File: config.mk
export PLATFORM = sky130hd
export DESIGN_NAME = uart_audio_frame_scheduler_flat
export DESIGN_NICKNAME = d
export VERILOG_FILES = /design/src/rtl/uart_audio_frame_scheduler_pkg.sv /design/src/rtl/uart_audio_frame_scheduler_if.sv /design/src/rtl/uart_audio_frame_scheduler_byte_launcher.sv /design/src/rtl/uart_audio_frame_scheduler.sv /design/src/flat_wrapper.sv
export SDC_FILE = /design/constraint.sdc
export NUM_CORES = 1
export LEC_CHECK = 0
export ABC_CLOCK_PERIOD_IN_PS = 3400
export BUFFER_PORTS_ARGS = -buffer_cell sky130_fd_sc_hd__buf_2
export CORE_ASPECT_RATIO = 2
export CORE_MARGIN = 2
export CORE_UTILIZATION = 60
export CTS_CLUSTER_SIZE = 14
export DETAILED_ROUTE_END_ITERATION = 10
export PLACE_DENSITY = 0.95
export SLEW_MARGIN = 20
export SYNTH_ARGS = -nofsm -noshare
export SYNTH_HDL_FRONTEND = slang
export SYNTH_SLANG_ARGS = --single-unit
File: constraint.sdc
create_clock -name CLOCK_50 -period 3.4 [get_ports CLOCK_50]
set_input_delay 0.68 -clock CLOCK_50 [delete_from_list [all_inputs] [get_ports CLOCK_50]]
set_output_delay 0.68 -clock CLOCK_50 [all_outputs]
set_load 0.02 [all_outputs]
File: src/rtl/uart_audio_frame_scheduler_pkg.sv
// Shared types and constants for the UART audio frame scheduler.
// UART_AUDIO_CHECKSUM_EN selects the 6-byte frame with a trailing XOR checksum.
package uart_audio_pkg;

  typedef enum logic [2:0] {
    IDLE,
    LOAD,
    START,
    WAIT_BUSY,
    WAIT_IDLE,
    DONE
  } state_e;

  localparam logic [7:0]  SYNC_BYTE_DEFAULT = 8'hA5;
  localparam int unsigned IDX_W             = 3;

  localparam logic [IDX_W-1:0] LAST_IDX_PLAIN = 3'd4;
  localparam logic [IDX_W-1:0] LAST_IDX_CSUM  = 3'd5;

`ifdef UART_AUDIO_CHECKSUM_EN
  localparam logic [IDX_W-1:0] LAST_IDX = LAST_IDX_CSUM;
`else
  localparam logic [IDX_W-1:0] LAST_IDX = LAST_IDX_PLAIN;
`endif

  function automatic logic [7:0] frame_byte(input logic [7:0]       sync,
                                            input logic [15:0]      l,
                                            input logic [15:0]      r,
                                            input logic [IDX_W-1:0] idx);
    logic [7:0] b;
    b = '0;
    case (idx)
      3'd0:    b = sync;
      3'd1:    b = l[15:8];
      3'd2:    b = l[7:0];
      3'd3:    b = r[15:8];
      3'd4:    b = r[7:0];
`ifdef UART_AUDIO_CHECKSUM_EN
      3'd5:    b = l[15:8] ^ l[7:0] ^ r[15:8] ^ r[7:0];
`endif
      default: b = '0;
    endcase
    return b;
  endfunction

endpackage

File: src/rtl/uart_audio_frame_scheduler_if.sv
// Sample-source and UART-transmitter signals of the audio frame scheduler.
interface uart_audio_frame_scheduler_if;
  logic [15:0] L_Sample;
  logic        L_Valid;
  logic [15:0] R_Sample;
  logic        R_Valid;
  logic        Pair_Ready;
  logic        Tx_Busy;
  logic [7:0]  Tx_Data;
  logic        Tx_Load;
  logic        Tx_Start;
  logic        Frame_Done;
  logic [15:0] Frame_Count;
  logic        Tx_Fault;

  modport slave (
    input  L_Sample, L_Valid, R_Sample, R_Valid, Tx_Busy,
    output Pair_Ready, Tx_Data, Tx_Load, Tx_Start, Frame_Done, Frame_Count, Tx_Fault
  );

  modport master (
    output L_Sample, L_Valid, R_Sample, R_Valid, Tx_Busy,
    input  Pair_Ready, Tx_Data, Tx_Load, Tx_Start, Frame_Done, Frame_Count, Tx_Fault
  );
endinterface

File: src/rtl/uart_audio_frame_scheduler_byte_launcher.sv
// One-byte UART handshake: load pulse, start pulse, wait for busy (with timeout), wait for idle.
module uart_byte_launcher
  import uart_audio_pkg::*;
#(
  parameter int unsigned BUSY_TIMEOUT = 15
) (
  input  logic clk,
  input  logic rst,
  input  logic byte_go,
  input  logic tx_busy,
  output logic tx_load,
  output logic tx_start,
  output logic byte_done,
  output logic byte_fault
);

  localparam logic [3:0] TIMEOUT = 4'(BUSY_TIMEOUT);

  state_e     state_q, state_d;
  logic [3:0] cnt_q, cnt_d;
  logic       load_q, load_d;
  logic       start_q, start_d;

  always_comb begin
    state_d    = state_q;
    cnt_d      = cnt_q;
    byte_done  = 1'b0;
    byte_fault = 1'b0;
    case (state_q)
      IDLE:      if (byte_go) state_d = LOAD;
      LOAD:      state_d = START;
      START: begin
        cnt_d   = '0;
        state_d = WAIT_BUSY;
      end
      // Busy wins over a timeout expiring in the same cycle.
      WAIT_BUSY: begin
        if (tx_busy) begin
          state_d = WAIT_IDLE;
        end else begin
          cnt_d = cnt_q + 4'd1;
          if (cnt_d == TIMEOUT) begin
            byte_fault = 1'b1;
            state_d    = IDLE;
          end
        end
      end
      // byte_go here chains straight into the next byte without an IDLE cycle.
      WAIT_IDLE: begin
        if (!tx_busy) begin
          byte_done = 1'b1;
          state_d   = byte_go ? LOAD : IDLE;
        end
      end
      default:   state_d = IDLE;
    endcase
    load_d  = (state_d == LOAD);
    start_d = (state_d == START);
  end

  always_ff @(posedge clk) begin
    if (rst) begin
      state_q <= IDLE;
      cnt_q   <= '0;
      load_q  <= 1'b0;
      start_q <= 1'b0;
    end else begin
      state_q <= state_d;
      cnt_q   <= cnt_d;
      load_q  <= load_d;
      start_q <= start_d;
    end
  end

  assign tx_load  = load_q;
  assign tx_start = start_q;

endmodule

File: src/rtl/uart_audio_frame_scheduler.sv
// Captures an L/R sample pair and sends it as SYNC,L_hi,L_lo,R_hi,R_lo through the UART TX.
// UART_AUDIO_CHECKSUM_EN appends an XOR checksum byte over the four sample bytes.
module uart_audio_frame_scheduler
  import uart_audio_pkg::*;
#(
  parameter logic [7:0]  SYNC_BYTE    = SYNC_BYTE_DEFAULT,
  parameter int unsigned BUSY_TIMEOUT = 15
) (
  input logic                          CLOCK_50,
  input logic                          Reset,
  uart_audio_frame_scheduler_if.slave  bus
);

  logic [15:0]      l_q, l_d, r_q, r_d;
  logic [IDX_W-1:0] idx_q, idx_d;
  logic             active_q, active_d;
  logic             done_q, done_d;
  logic [15:0]      frame_count_q, frame_count_d;
  logic             fault_q, fault_d;
  logic [7:0]       tx_data_q, tx_data_d;

  logic pair_ready, capture, byte_go, byte_done, byte_fault;

  uart_byte_launcher #(.BUSY_TIMEOUT(BUSY_TIMEOUT)) u_launcher (
    .clk        (CLOCK_50),
    .rst        (Reset),
    .byte_go    (byte_go),
    .tx_busy    (bus.Tx_Busy),
    .tx_load    (bus.Tx_Load),
    .tx_start   (bus.Tx_Start),
    .byte_done  (byte_done),
    .byte_fault (byte_fault)
  );

  // Not active and not in the Frame_Done cycle is exactly the launcher's IDLE.
  assign pair_ready = ~active_q & ~done_q;
  assign capture    = pair_ready & bus.L_Valid & bus.R_Valid;
  assign byte_go    = capture | (byte_done & (idx_q != LAST_IDX));

  always_comb begin
    l_d           = l_q;
    r_d           = r_q;
    idx_d         = idx_q;
    active_d      = active_q;
    done_d        = 1'b0;
    frame_count_d = frame_count_q;
    fault_d       = fault_q | byte_fault;
    if (capture) begin
      l_d      = bus.L_Sample;
      r_d      = bus.R_Sample;
      idx_d    = '0;
      active_d = 1'b1;
    end
    if (byte_done) begin
      if (idx_q == LAST_IDX) begin
        active_d      = 1'b0;
        done_d        = 1'b1;
        frame_count_d = frame_count_q + 16'd1;
      end else begin
        idx_d = idx_q + 3'd1;
      end
    end
    if (byte_fault) active_d = 1'b0;
    tx_data_d = byte_go ? frame_byte(SYNC_BYTE, l_d, r_d, idx_d) : tx_data_q;
  end

  always_ff @(posedge CLOCK_50) begin
    if (Reset) begin
      l_q           <= '0;
      r_q           <= '0;
      idx_q         <= '0;
      active_q      <= 1'b0;
      done_q        <= 1'b0;
      frame_count_q <= '0;
      fault_q       <= 1'b0;
      tx_data_q     <= '0;
    end else begin
      l_q           <= l_d;
      r_q           <= r_d;
      idx_q         <= idx_d;
      active_q      <= active_d;
      done_q        <= done_d;
      frame_count_q <= frame_count_d;
      fault_q       <= fault_d;
      tx_data_q     <= tx_data_d;
    end
  end

  assign bus.Pair_Ready  = pair_ready;
  assign bus.Tx_Data     = tx_data_q;
  assign bus.Frame_Done  = done_q;
  assign bus.Frame_Count = frame_count_q;
  assign bus.Tx_Fault    = fault_q;

endmodule

File: src/flat_wrapper.sv
// flat-port wrapper written by rule: the top's interface ports become plain ports
module uart_audio_frame_scheduler_flat import uart_audio_pkg::*;
#(
  parameter logic [7:0]  SYNC_BYTE    = SYNC_BYTE_DEFAULT,
  parameter int unsigned BUSY_TIMEOUT = 15
)
  (CLOCK_50, Reset, bus_L_Sample, bus_L_Valid, bus_R_Sample, bus_R_Valid, bus_Tx_Busy, bus_Pair_Ready, bus_Tx_Data, bus_Tx_Load, bus_Tx_Start, bus_Frame_Done, bus_Frame_Count, bus_Tx_Fault);
  uart_audio_frame_scheduler_if bus_i ();
  input logic CLOCK_50;
  input logic Reset;
  input wire logic [$bits(bus_i.L_Sample)-1:0] bus_L_Sample;
  input wire logic [$bits(bus_i.L_Valid)-1:0] bus_L_Valid;
  input wire logic [$bits(bus_i.R_Sample)-1:0] bus_R_Sample;
  input wire logic [$bits(bus_i.R_Valid)-1:0] bus_R_Valid;
  input wire logic [$bits(bus_i.Tx_Busy)-1:0] bus_Tx_Busy;
  output wire logic [$bits(bus_i.Pair_Ready)-1:0] bus_Pair_Ready;
  output wire logic [$bits(bus_i.Tx_Data)-1:0] bus_Tx_Data;
  output wire logic [$bits(bus_i.Tx_Load)-1:0] bus_Tx_Load;
  output wire logic [$bits(bus_i.Tx_Start)-1:0] bus_Tx_Start;
  output wire logic [$bits(bus_i.Frame_Done)-1:0] bus_Frame_Done;
  output wire logic [$bits(bus_i.Frame_Count)-1:0] bus_Frame_Count;
  output wire logic [$bits(bus_i.Tx_Fault)-1:0] bus_Tx_Fault;
  assign bus_i.L_Sample = bus_L_Sample;
  assign bus_i.L_Valid = bus_L_Valid;
  assign bus_i.R_Sample = bus_R_Sample;
  assign bus_i.R_Valid = bus_R_Valid;
  assign bus_i.Tx_Busy = bus_Tx_Busy;
  assign bus_Pair_Ready = bus_i.Pair_Ready;
  assign bus_Tx_Data = bus_i.Tx_Data;
  assign bus_Tx_Load = bus_i.Tx_Load;
  assign bus_Tx_Start = bus_i.Tx_Start;
  assign bus_Frame_Done = bus_i.Frame_Done;
  assign bus_Frame_Count = bus_i.Frame_Count;
  assign bus_Tx_Fault = bus_i.Tx_Fault;
  uart_audio_frame_scheduler #(.SYNC_BYTE(SYNC_BYTE), .BUSY_TIMEOUT(BUSY_TIMEOUT)) u_core (.CLOCK_50(CLOCK_50), .Reset(Reset), .bus(bus_i));
endmodule
==> out/qor.yml <==
status: "completed"
hold_viol: 0
postSynthCellCount: 439
root_buffer: "clkbuf_16"
crit_cells: 8
via_count: 3442
slew_headroom_pct: 54.3
multi_input_area_um2: 1990
die_x_um: 58.2
finalCritPeriodShare_pct: 75.9
avgViaCountPerCell: 6.15
pwr-share-comb_pct: 8.9
dieArea_um2: 6540
slew_violations: 0
crit_chain: "inv_1, ha_1, and2_1, nand3_1, nor3_1, nand3_1, xor2_1, nor2_1"
track_usage_pct: 29.3
avgSynthCellArea_um2: 8.03
ys_types: 65
drt_first_pass_iters: 5
grt_pass1_wl_um: 14800
post-cts-setup-buffers: 0
rsz0062_at_grt: "no"
ant_nets: 0
fmax_ghz: 0.388
diodes: 0
antenna_found_initial: 0
slowest_delay_ps: 480
power_switching_mw: 0.459
crit_path_start_kind: "register"
async_flop_share_pct: 0
post_cts_resized: 0
fill_cells: 419
final.min_clock_period_ps: 2580
seqPwrFrac_pct: 45.8
syn_nets: 481
cts_sinks: 71
drt_iter0_drc: 162
p_clk_share_pct: 45.3
arrival_ps: 2780
final_core_util_pct: 72.9
layout.nets: 537
worst_slew_pin_slew_ps: 683
rows: 39
grt_max_degree: 60
dp_hpwl_um: 6630
grt_pass1_vias: 3262
register_area_um2: 1420
cp_slowest_cell: "nor3_1"
p_int_mw: 1.47
hold_buffers: 0
hp-class: "reg2reg"
wire_per_inst_um: 16.3
grt-ovfl-total: 0
clk_path_buf_depth: 2
worstPathRequired_ps: 3600
cpMostUsedCell: "nand3_1"
cts_tree: "yes"
crit_buf_inv: 1
place_congestion: 0.942
tns_ps: 0
wl_um: 9130
ys_seq_area_share_pct: 40.3
critPathCaptureType: "register"
postLayoutCellArea_um2: 4160
drv_cap: 0
clkLatencyLatePin_ps: 340
vdd_drop_max_mv: 0.757
io_pins: 66
synth_edf_count: 0
initial_core_util_pct: 61.8
path_max_fanout: 9
drive_above_1_share_pct: 20.6
setup_violations: 0
netlist_area_um2: 3530
syn_to_final_growth_pct: 18.1
finClkSkew_ps: 3.78
power_density_nw_per_um2: 464
p_leak_nw: 1.70
cts_buffers: 9
port_buffers: 65
path_clk_slew_ps: 50
switching_share_pct: 23.8
drcViolationCount: 0
yosys_register_bits: 71
yosys_warnings: 0
cp_top_family: "simple AND/OR/NAND/NOR gates"
htree_levels: 3
core-area_um2: 5710
dpl_cell_area_um2: 3880
min_path_cells: 2
die_y_um: 112
ff2ff_path_depth: 8
worstSetupPathType: "reg2reg"
ys.flop_type: "dfxtp_1"
-- cells in the mapped netlist, types with 2 or more instances --
| master | n | share of area (%) |
|---|---|---|
| and3_1 | 2 | 0.35 |
| a21boi_0 | 4 | 0.85 |
| nor4_1 | 8 | 1.4 |
| or3_1 | 3 | 0.53 |
| a22oi_1 | 2 | 0.43 |
| a211o_1 | 3 | 0.75 |
| a31oi_1 | 8 | 1.4 |
| nor3b_1 | 3 | 0.64 |
| ha_1 | 5 | 1.8 |
| nand2b_1 | 2 | 0.35 |
| nor2_1 | 54 | 5.7 |
| buf_1 | 2 | 0.21 |
| nor3_1 | 14 | 2.0 |
| nand2_1 | 74 | 7.9 |
| dfxtp_1 | 71 | 40 |
| buf_2 | 9 | 1.3 |
| o21ai_0 | 20 | 2.8 |
| o221ai_1 | 4 | 0.99 |
| a21oi_1 | 41 | 5.8 |
| nor2b_1 | 4 | 0.71 |
| clkbuf_1 | 15 | 1.6 |
| nand3_1 | 10 | 1.4 |
| o31ai_1 | 2 | 0.43 |
| a2bb2oi_1 | 3 | 0.75 |
| mux2i_1 | 12 | 3.4 |
| xnor2_1 | 4 | 0.99 |
| nand4_1 | 7 | 1.2 |
| a32oi_1 | 2 | 0.50 |
| inv_1 | 5 | 0.53 |
| xor2_1 | 9 | 2.2 |
| nand2_2 | 2 | 0.35 |
| and2_1 | 2 | 0.35 |
-- cell usage in the layout, fill, tap and decap left out, drive strengths merged, types with 5 or more instances in the layout --
cell,count
nand2,76
buf,72
dfxtp,71
nor2,55
a21oi,42
o21ai,21
nor3,15
mux2i,12
clkbuf,12
nand3,10
xor2,9
nor4,8
a31oi,8
nand4,7
inv,5
ha,5
-- area by class of cell --
cell class              instances  share of cell area [%]
multi-input cells             336                    47.7
flip-flops and latches         71                    34.1
repair buffers                 72                    9.07
clock buffers                  12                    6.40
well taps                      61                    1.83
inverters                       5                   0.451
clock inverters                 3                   0.421
-- sequential cells by signal (all words and copies together), names as in the netlist --
| name | count |
|---|---|
| u_core.u_launcher.tx_start | 1 |
| u_core.bus.Tx_Fault | 1 |
| u_core.bus.Frame_Count | 16 |
| u_core.u_launcher.cnt_q | 4 |
| u_core.r_q | 16 |
| u_core.bus.Frame_Done | 1 |
| u_core.active_q | 1 |
| u_core.idx_q | 3 |
| u_core.bus.Tx_Data | 8 |
| u_core.u_launcher.tx_load | 1 |
| u_core.u_launcher.state_q | 3 |
| u_core.l_q | 16 |
-- power by group through the flow --
stage	clock [mW]	sequential [mW]	combinational [mW]
2_1_floorplan	0	0.902	0.107
3_3_place_gp	0	0.901	0.166
3_5_place_dp	0	0.902	0.170
4_1_cts	0.884	0.885	0.171
5_1_grt	0.919	0.888	0.189
6_report	0.876	0.886	0.171
-- tightest hold or removal path, cell delays in order (launching register included) --
cell and delay [ps]:
dfxtp_1 300, nand2_1 50, a21oi_1 50
-- metal layers --
layer / track usage, % / up-vias / wire [um]
met5: 0 / - / 0
met4: 14.6 / 0 / 318
met3: 7.26 / 26 / 513
met2: 53.0 / 137 / 5030
met1: 29.9 / 1615 / 3270
li1: - / 1664 / -
-- per-stage QoR --
step	worst slack (ps)	total power, mW	instances	hold slack, ps
2_1_floorplan	1070	1.01	439	433
3_3_place_gp	641	1.07	545	440
3_5_place_dp	562	1.07	545	446
4_1_cts	835	1.94	560	462
5_1_grt	646	2.00	560	478
6_report	821	1.93	560	458
-- path summary, 6_finish.rpt --
kind	start	endpoint	slack, ps
max	u_core.idx_q[1]	u_core.bus.Frame_Count[15]	820
min	u_core.l_q[6]	u_core.l_q[6]	460
max reg2reg	u_core.idx_q[1]	u_core.bus.Frame_Count[15]	820
min reg2reg	u_core.l_q[6]	u_core.l_q[6]	460
-- kinds of logic after synthesis --
| group | share of synthesized area, % |
|---|---|
| fa+ha+maj | 1.77 |
| buf+inv | 3.94 |
| compound gates | 20.4 |
| simple gates | 26.6 |
| xor+xnor | 3.23 |
| mux | 3.73 |
| flops | 40.3 |
Power figures use the tool's default switching activity.
